--- src/rtl/sb_trans_gen_param.sv ---
// Sideband transaction generator: serialises AT and LT transactions
// into 10-bit symbols held for SYM_CYCLES clocks each.
module sb_trans_gen_param #(
  parameter int MAX_LEN    = 8,
  parameter int SYM_CYCLES = 10
) (
  input  logic                 sb_clk,
  input  logic                 rst,
  input  logic [2:0]           trans_sel,
  input  logic [7:0]           trans_addr,
  input  logic [6:0]           trans_len,
  input  logic [8*MAX_LEN-1:0] trans_data,
  input  logic [7:0]           lt_byte,
  input  logic [15:0]          crc_in,
  input  logic                 disconnect_sbtx,
  input  logic                 tdisconnect_tx_min,
  output logic [9:0]           trans,
  output logic [1:0]           trans_state,
  output logic                 crc_en,
  output logic                 crc_clr,
  output logic                 busy,
  output logic                 trans_sent,
  output logic                 trans_err,
  output logic                 disconnected_s
);

  typedef enum logic [3:0] {
    S_DISC, S_IDLE, S_DLE1, S_STX, S_ADDR, S_LEN, S_DATA,
    S_CRC_LO, S_CRC_HI, S_DLE2, S_ETX, S_LSE, S_CLSE
  } state_e;

  localparam int CW = $clog2(SYM_CYCLES);
  localparam logic [CW-1:0] SYM_LAST = CW'(SYM_CYCLES - 1);
  localparam logic [6:0] LEN_MAX = 7'(MAX_LEN);
  localparam logic [7:0] DLE = 8'hFE;

  state_e               state_q, state_d;
  logic [CW-1:0]        cnt_q, cnt_d;
  logic                 stuff_q, stuff_d;
  logic [6:0]           idx_q, idx_d;
  logic [2:0]           sel_q, sel_d;
  logic [7:0]           addr_q, addr_d;
  logic [6:0]           len_q, len_d;
  logic [8*MAX_LEN-1:0] data_q, data_d;
  logic [7:0]           lt_q, lt_d;
  logic [15:0]          crc_q, crc_d;

  logic [9:0] trans_q, trans_d;
  logic [1:0] tstate_q, tstate_d;
  logic       crc_en_q, crc_en_d;
  logic       crc_clr_q, crc_clr_d;
  logic       busy_q, busy_d;
  logic       sent_q, sent_d;
  logic       err_q, err_d;
  logic       disc_q, disc_d;

  logic [7:0] cur_dbyte, nxt_dbyte;
  logic [7:0] cur_byte, nxt_byte;
  logic       adv, has_data, is_lt, stuffable;

  function automatic logic [7:0] sym_byte(
    input state_e      s,
    input logic [2:0]  sel,
    input logic [7:0]  addr,
    input logic [6:0]  len,
    input logic [7:0]  dbyte,
    input logic [15:0] crc,
    input logic [7:0]  lt
  );
    logic [7:0] b;
    b = DLE;
    unique case (s)
      S_STX:    b = (sel == 3'd1 || sel == 3'd2) ? 8'h05 : 8'h04;
      S_ADDR:   b = addr;
      S_LEN:    b = {(sel == 3'd2 || sel == 3'd4), len};
      S_DATA:   b = dbyte;
      S_CRC_LO: b = crc[7:0];
      S_CRC_HI: b = crc[15:8];
      S_ETX:    b = 8'h40;
      S_LSE:    b = lt;
      S_CLSE:   b = ~lt;
      default:  b = DLE;
    endcase
    return b;
  endfunction

  always_comb begin
    cur_dbyte = '0;
    for (int i = 0; i < MAX_LEN; i++)
      if (idx_q == 7'(i)) cur_dbyte = data_q[8*i +: 8];
  end

  always_comb begin
    nxt_dbyte = '0;
    for (int i = 0; i < MAX_LEN; i++)
      if (idx_d == 7'(i)) nxt_dbyte = data_q[8*i +: 8];
  end

  assign adv      = (cnt_q == SYM_LAST);
  assign has_data = (sel_q == 3'd2) || (sel_q == 3'd3);
  assign is_lt    = (sel_q == 3'd5);
  assign cur_byte = sym_byte(state_q, sel_q, addr_q, len_q,
                             cur_dbyte, crc_q, lt_q);
  assign stuffable = state_q inside {S_ADDR, S_LEN, S_DATA,
                                     S_CRC_LO, S_CRC_HI};

  always_comb begin
    state_d = state_q;
    cnt_d   = cnt_q;
    stuff_d = stuff_q;
    idx_d   = idx_q;
    sel_d   = sel_q;
    addr_d  = addr_q;
    len_d   = len_q;
    data_d  = data_q;
    lt_d    = lt_q;
    crc_d   = crc_q;
    err_d   = 1'b0;
    sent_d  = 1'b0;
    if (disconnect_sbtx) begin
      state_d = S_DISC;
      cnt_d   = '0;
      stuff_d = 1'b0;
      idx_d   = '0;
    end else begin
      unique case (state_q)
        S_DISC: if (tdisconnect_tx_min) state_d = S_IDLE;
        S_IDLE: begin
          if (trans_sel inside {[3'd1:3'd5]}) begin
            if (trans_sel != 3'd5 && trans_len > LEN_MAX) begin
              err_d = 1'b1;
            end else begin
              state_d = S_DLE1;
              cnt_d   = '0;
              stuff_d = 1'b0;
              idx_d   = '0;
              sel_d   = trans_sel;
              addr_d  = trans_addr;
              len_d   = trans_len;
              data_d  = trans_data;
              lt_d    = lt_byte;
            end
          end
        end
        default: begin
          if (!adv) begin
            cnt_d = cnt_q + CW'(1);
          end else begin
            cnt_d = '0;
            // a 0xFE payload byte is repeated once before moving on
            if (!stuff_q && stuffable && cur_byte == DLE) begin
              stuff_d = 1'b1;
            end else begin
              stuff_d = 1'b0;
              unique case (state_q)
                S_DLE1: state_d = is_lt ? S_LSE : S_STX;
                S_STX:  state_d = S_ADDR;
                S_ADDR: state_d = S_LEN;
                S_LEN: begin
                  if (has_data && len_q != 7'd0) begin
                    state_d = S_DATA;
                    idx_d   = '0;
                  end else begin
                    state_d = S_CRC_LO;
                    crc_d   = crc_in;
                  end
                end
                S_DATA: begin
                  if (idx_q == len_q - 7'd1) begin
                    state_d = S_CRC_LO;
                    crc_d   = crc_in;
                  end else begin
                    idx_d = idx_q + 7'd1;
                  end
                end
                S_CRC_LO: state_d = S_CRC_HI;
                S_CRC_HI: state_d = S_DLE2;
                S_DLE2:   state_d = S_ETX;
                S_ETX: begin
                  state_d = S_IDLE;
                  sent_d  = 1'b1;
                end
                S_LSE:    state_d = S_CLSE;
                S_CLSE: begin
                  state_d = S_IDLE;
                  sent_d  = 1'b1;
                end
                default:  state_d = S_IDLE;
              endcase
            end
          end
        end
      endcase
    end
  end

  assign nxt_byte = sym_byte(state_d, sel_q, addr_q, len_q,
                             nxt_dbyte, crc_d, lt_q);

  always_comb begin
    trans_d   = {1'b1, (stuff_d ? DLE : nxt_byte), 1'b0};
    tstate_d  = 2'd2;
    busy_d    = 1'b1;
    disc_d    = 1'b0;
    crc_en_d  = !stuff_d &&
                (state_d inside {S_STX, S_ADDR, S_LEN, S_DATA});
    crc_clr_d = (state_q == S_IDLE) && (state_d == S_DLE1) &&
                (sel_d != 3'd5);
    unique case (state_d)
      S_DISC: begin
        trans_d  = 10'h000;
        tstate_d = 2'd0;
        busy_d   = 1'b0;
        disc_d   = 1'b1;
      end
      S_IDLE: begin
        trans_d  = 10'h3FF;
        tstate_d = 2'd1;
        busy_d   = 1'b0;
      end
      default: ;
    endcase
  end

  always_ff @(posedge sb_clk) begin
    if (rst) begin
      state_q   <= S_DISC;
      cnt_q     <= '0;
      stuff_q   <= 1'b0;
      idx_q     <= '0;
      sel_q     <= '0;
      addr_q    <= '0;
      len_q     <= '0;
      data_q    <= '0;
      lt_q      <= '0;
      crc_q     <= '0;
      trans_q   <= 10'h000;
      tstate_q  <= 2'd0;
      crc_en_q  <= 1'b0;
      crc_clr_q <= 1'b0;
      busy_q    <= 1'b0;
      sent_q    <= 1'b0;
      err_q     <= 1'b0;
      disc_q    <= 1'b1;
    end else begin
      state_q   <= state_d;
      cnt_q     <= cnt_d;
      stuff_q   <= stuff_d;
      idx_q     <= idx_d;
      sel_q     <= sel_d;
      addr_q    <= addr_d;
      len_q     <= len_d;
      data_q    <= data_d;
      lt_q      <= lt_d;
      crc_q     <= crc_d;
      trans_q   <= trans_d;
      tstate_q  <= tstate_d;
      crc_en_q  <= crc_en_d;
      crc_clr_q <= crc_clr_d;
      busy_q    <= busy_d;
      sent_q    <= sent_d;
      err_q     <= err_d;
      disc_q    <= disc_d;
    end
  end

  assign trans          = trans_q;
  assign trans_state    = tstate_q;
  assign crc_en         = crc_en_q;
  assign crc_clr        = crc_clr_q;
  assign busy           = busy_q;
  assign trans_sent     = sent_q;
  assign trans_err      = err_q;
  assign disconnected_s = disc_q;

endmodule

--- config.mk ---
export PLATFORM = sky130hd
export DESIGN_NAME = sb_trans_gen_param
export DESIGN_NICKNAME = d
export VERILOG_FILES = /design/src/rtl/sb_trans_gen_param.sv
export SDC_FILE = /design/constraint.sdc
export NUM_CORES = 1
export LEC_CHECK = 0
export ABC_AREA = 1
export BUFFER_PORTS_ARGS = -buffer_cell sky130_fd_sc_hd__buf_2
export CAP_MARGIN = 30
export CORE_MARGIN = 4
export CORE_UTILIZATION = 62
export CTS_CLUSTER_SIZE = 20
export DETAILED_ROUTE_END_ITERATION = 10
export GPL_ROUTABILITY_DRIVEN = 0
export HOLD_SLACK_MARGIN = 0.08
export PLACE_DENSITY = 0.93
export SYNTH_ARGS = -nofsm -noshare
export SYNTH_HDL_FRONTEND = slang
export SYNTH_SLANG_ARGS = --single-unit
--- constraint.sdc ---
create_clock -name sb_clk -period 5.7 [get_ports sb_clk]
set_input_delay 0.855 -clock sb_clk [delete_from_list [all_inputs] [get_ports sb_clk]]
set_output_delay 0.855 -clock sb_clk [all_outputs]
set_load 0.02 [all_outputs]
==> run metrics <==
Max-Cap Viols 0; clock skew just under 0.009 ns; synthesized flop and latch total ~140; Worst VDD drop between 0.00015 and 0.0002 V; Worst Hold Class register to register; drt first pass iters 7; syn_area_per_cell about 6.5 um^2; Switching Share roughly 22%; final WL roughly 26,000 um; Max clock buf depth 2; mux contribution to synthesized area 0%; Final TNS setup 0 ns; IO buf count ~130; Max Fanout on Critical Path 12; leakage power between 4 and 5 nW; # H-tree levels 4; Post-Synth Adder-Cell Area around 1.1%; Area Growth Syn to Fin 16.4%; pwr/cell area between 200 and 300 nW/um^2; top_reg_cell synth dfxtp_1; Clock Sinks roughly 140; Nets around 1,400; die height 121 um; Post-Synth Simple-Gate Area between 20 and 30%; first-pass GRT wire length around 41,000 um; YS warnings 0; Critical Path Sink Type register; Post-Synthesis Net Count 1,339; GRT Residual Overflow 0; critical path arrival roughly 4.9 ns; TritonCTS clock tree yes; Setup Buffers After CTS 0; Vias 9,180; count leader, synth nand2_1; ranking of synthesized cells by area dfxtp_1 (35%), nand2_1 (10%), nor2_1 (8.4%); # diodes 0; Post-CTS Hold Fix Bufs 0; Seq pwr share a little over two fifths; Mapped Area 7970 um^2; Worst setup SP type register; most frequent cells after synthesis nand2_1 (214), nor2_1 (178), dfxtp_1 (138); Die Wd approximately 120 um; initial core utilization between 60% and 70%; Final period util between 70% and 80%; Distinct cells, synth 50; antenna violations before repair 0; Detailed Route Iter0 Violations about 1,500; CP most frequent cell nand2_1; EDFF count, synth 0; RSZ-0062 raised after global routing false; routed vias/inst between 6 and 7; io pins roughly 130; max-slew violation count 0; FFs w/ async S/R, synth 0%; Seq/Total Area, Yosys around a third; Psw approximately 510 uW; Routed Antenna Nets 0; Setup CP Type register to register; outcome finished, final reports clean; die area 14,700 um^2; post_cts resized 0; Worst-Skew Late Latency between 0.4 and 0.5 ns; largest family of logic cells by synthesized area simple AND/OR/NAND/NOR gates; Num CTS Buffers 17; Synth top area share between 30% and 40%; Final Hold Viols 0; Max-slew headroom around two fifths; # rows 41; final setup vio count 0; Post-route DRC 0; compound-gate portion of the synthesized area approximately a quarter; CP Cell Sequence inv_1, nor2_1, nand2_1, o21ai_0, a2111oi_0, nand3_1, nand2_1, nor2_1, nand3_2, nand2_2, inv_2, nand2_1, nand3_2, nand3_4, nand2_1, nor2_1, o21ai_0, inv_1, nand2_1, nand2_1, nand2_1, nand2_1; Mapped Cells around 1,200; total track usage between 30 and 40%; clock power share a little over half; post-synth top area cell dfxtp_1; drt wl/cell between 15 and 20 um; CORE AREA between 10,000 and 15,000 um^2; layout cell share with drive strength beyond 1 16.8%; Reg clk slew, reported paths approximately 0.06 ns; logic gate share of total power approximately 5.4%; P_int 1.81 mW; vias in the first global route around 8,400; Critical Path RT between 6 and 7 ns; Root Driver clkbuf_16; Least-Margin Pin Slew 0.898 ns; DP Wirelength 18,500 um; max incr delay on CP 0.63 ns; crit path max-delay cell type o21ai_0; xor/xnor share of the synthesized area less than 1%; final core utilization between 70% and 80%; pin count of the biggest net entering global routing 100; FMAX about 220 MHz; min cycle time layout about 4.6 ns
==> final timing paths <==
kind / start / end / slack (ns) / depth (start not counted)
worst max register to register: state_q[0] / trans[1] / 1.15 / 22
worst min register to register: data_q[45] / data_q[45] / 0.47 / 2
worst max-delay path: state_q[0] / trans[1] / 1.15 / 22
worst min-delay path: data_q[45] / data_q[45] / 0.47 / 2
==> power groups by stage <==
stage / Sequential (mW) / Combinational [mW] / Clock (mW)
2_1_floorplan: 1.01 / 0.0575 / 0
3_3_place_gp: 1.00 / 0.119 / 0
3_5_place_dp: 1.00 / 0.121 / 0
4_1_cts: 0.984 / 0.122 / 1.21
5_1_grt: 0.984 / 0.137 / 1.26
6_report: 0.984 / 0.125 / 1.21
==> cell type report <==
class                      count  area [um^2]
inverter                     153          582
fill                        1024         3350
timing repair buffer         131          669
tap                          172          215
clock inverter                12          196
clock buffer                  20          447
sequential                   138         2760
multi-input combinational    882         4400
==> cell usage in the layout (no fill, tap or decap), types with 5 or more instances in the layout <==
| master | n |
|---|---|
| a2111oi_0 | 6 |
| a211oi_1 | 5 |
| a21oi_1 | 126 |
| a22oi_1 | 16 |
| buf_2 | 127 |
| bufinv_16 | 5 |
| clkbuf_16 | 17 |
| dfxtp_1 | 138 |
| ha_1 | 7 |
| inv_1 | 135 |
| inv_2 | 14 |
| nand2_1 | 214 |
| nand2_2 | 10 |
| nand3_1 | 69 |
| nand3_2 | 6 |
| nand4_1 | 9 |
| nor2_1 | 177 |
| nor2_2 | 13 |
| nor3_1 | 12 |
| nor3_4 | 5 |
| o211ai_1 | 5 |
| o21ai_0 | 132 |
| o21ai_1 | 16 |
| o22ai_1 | 6 |
| o31ai_1 | 7 |
| xnor2_1 | 6 |
==> routing by layer <==
layer	global-route usage [%]	routed length (um)	up-vias
met1	43.9	9660	4066
li1	-	-	4253
met2	56.6	11700	681
met5	0	0	-
met4	19.1	1550	0
met3	8.30	2830	180
==> registers in the layout, summed over array words and instances (netlist names) <==
register	flops
addr_q	8
cnt_q	4
crc_clr	1
crc_en	1
crc_q	16
data_q	64
disconnected_s	1
idx_q	7
len_q	7
lt_q	8
sel_q	3
state_q	4
stuff_q	1
trans	10
trans_err	1
trans_sent	1
trans_state	1
==> critical path, delay by kind of cell (launching register included) <==
kind | cells | cell delay (ns)
AOI/OAI and AO/OA | 3 | 1.00
buffers and inverters | 3 | 0.30
DFF | 1 | 0.38
and+or+nand+nor | 16 | 2.78
==> metrics by stage <==
| step | cell area, um^2 | worst slack (ns) | std cells | hold slack [ns] | total power, mW |
|---|---|---|---|---|---|
| after floorplan | 7970 | 2.54 | 1222 | 0.439 | 1.06 |
| after global placement | 8620 | 1.56 | 1475 | 0.456 | 1.12 |
| after detailed placement | 8620 | 1.48 | 1475 | 0.461 | 1.12 |
| after CTS | 9260 | 1.44 | 1507 | 0.470 | 2.32 |
| after global routing | 9270 | 0.862 | 1508 | 0.498 | 2.38 |
| final | 9270 | 1.15 | 1508 | 0.473 | 2.32 |
==> logic make-up (layout without fill, tap and decap cells) <==
family,count (synthesis),after routing
flops,138,138
xor+xnor,9,9
compound gates,335,335
simple gates,531,531
fa+ha+maj,7,7
buf+inv,202,316
(Power assumes the default switching activity.)
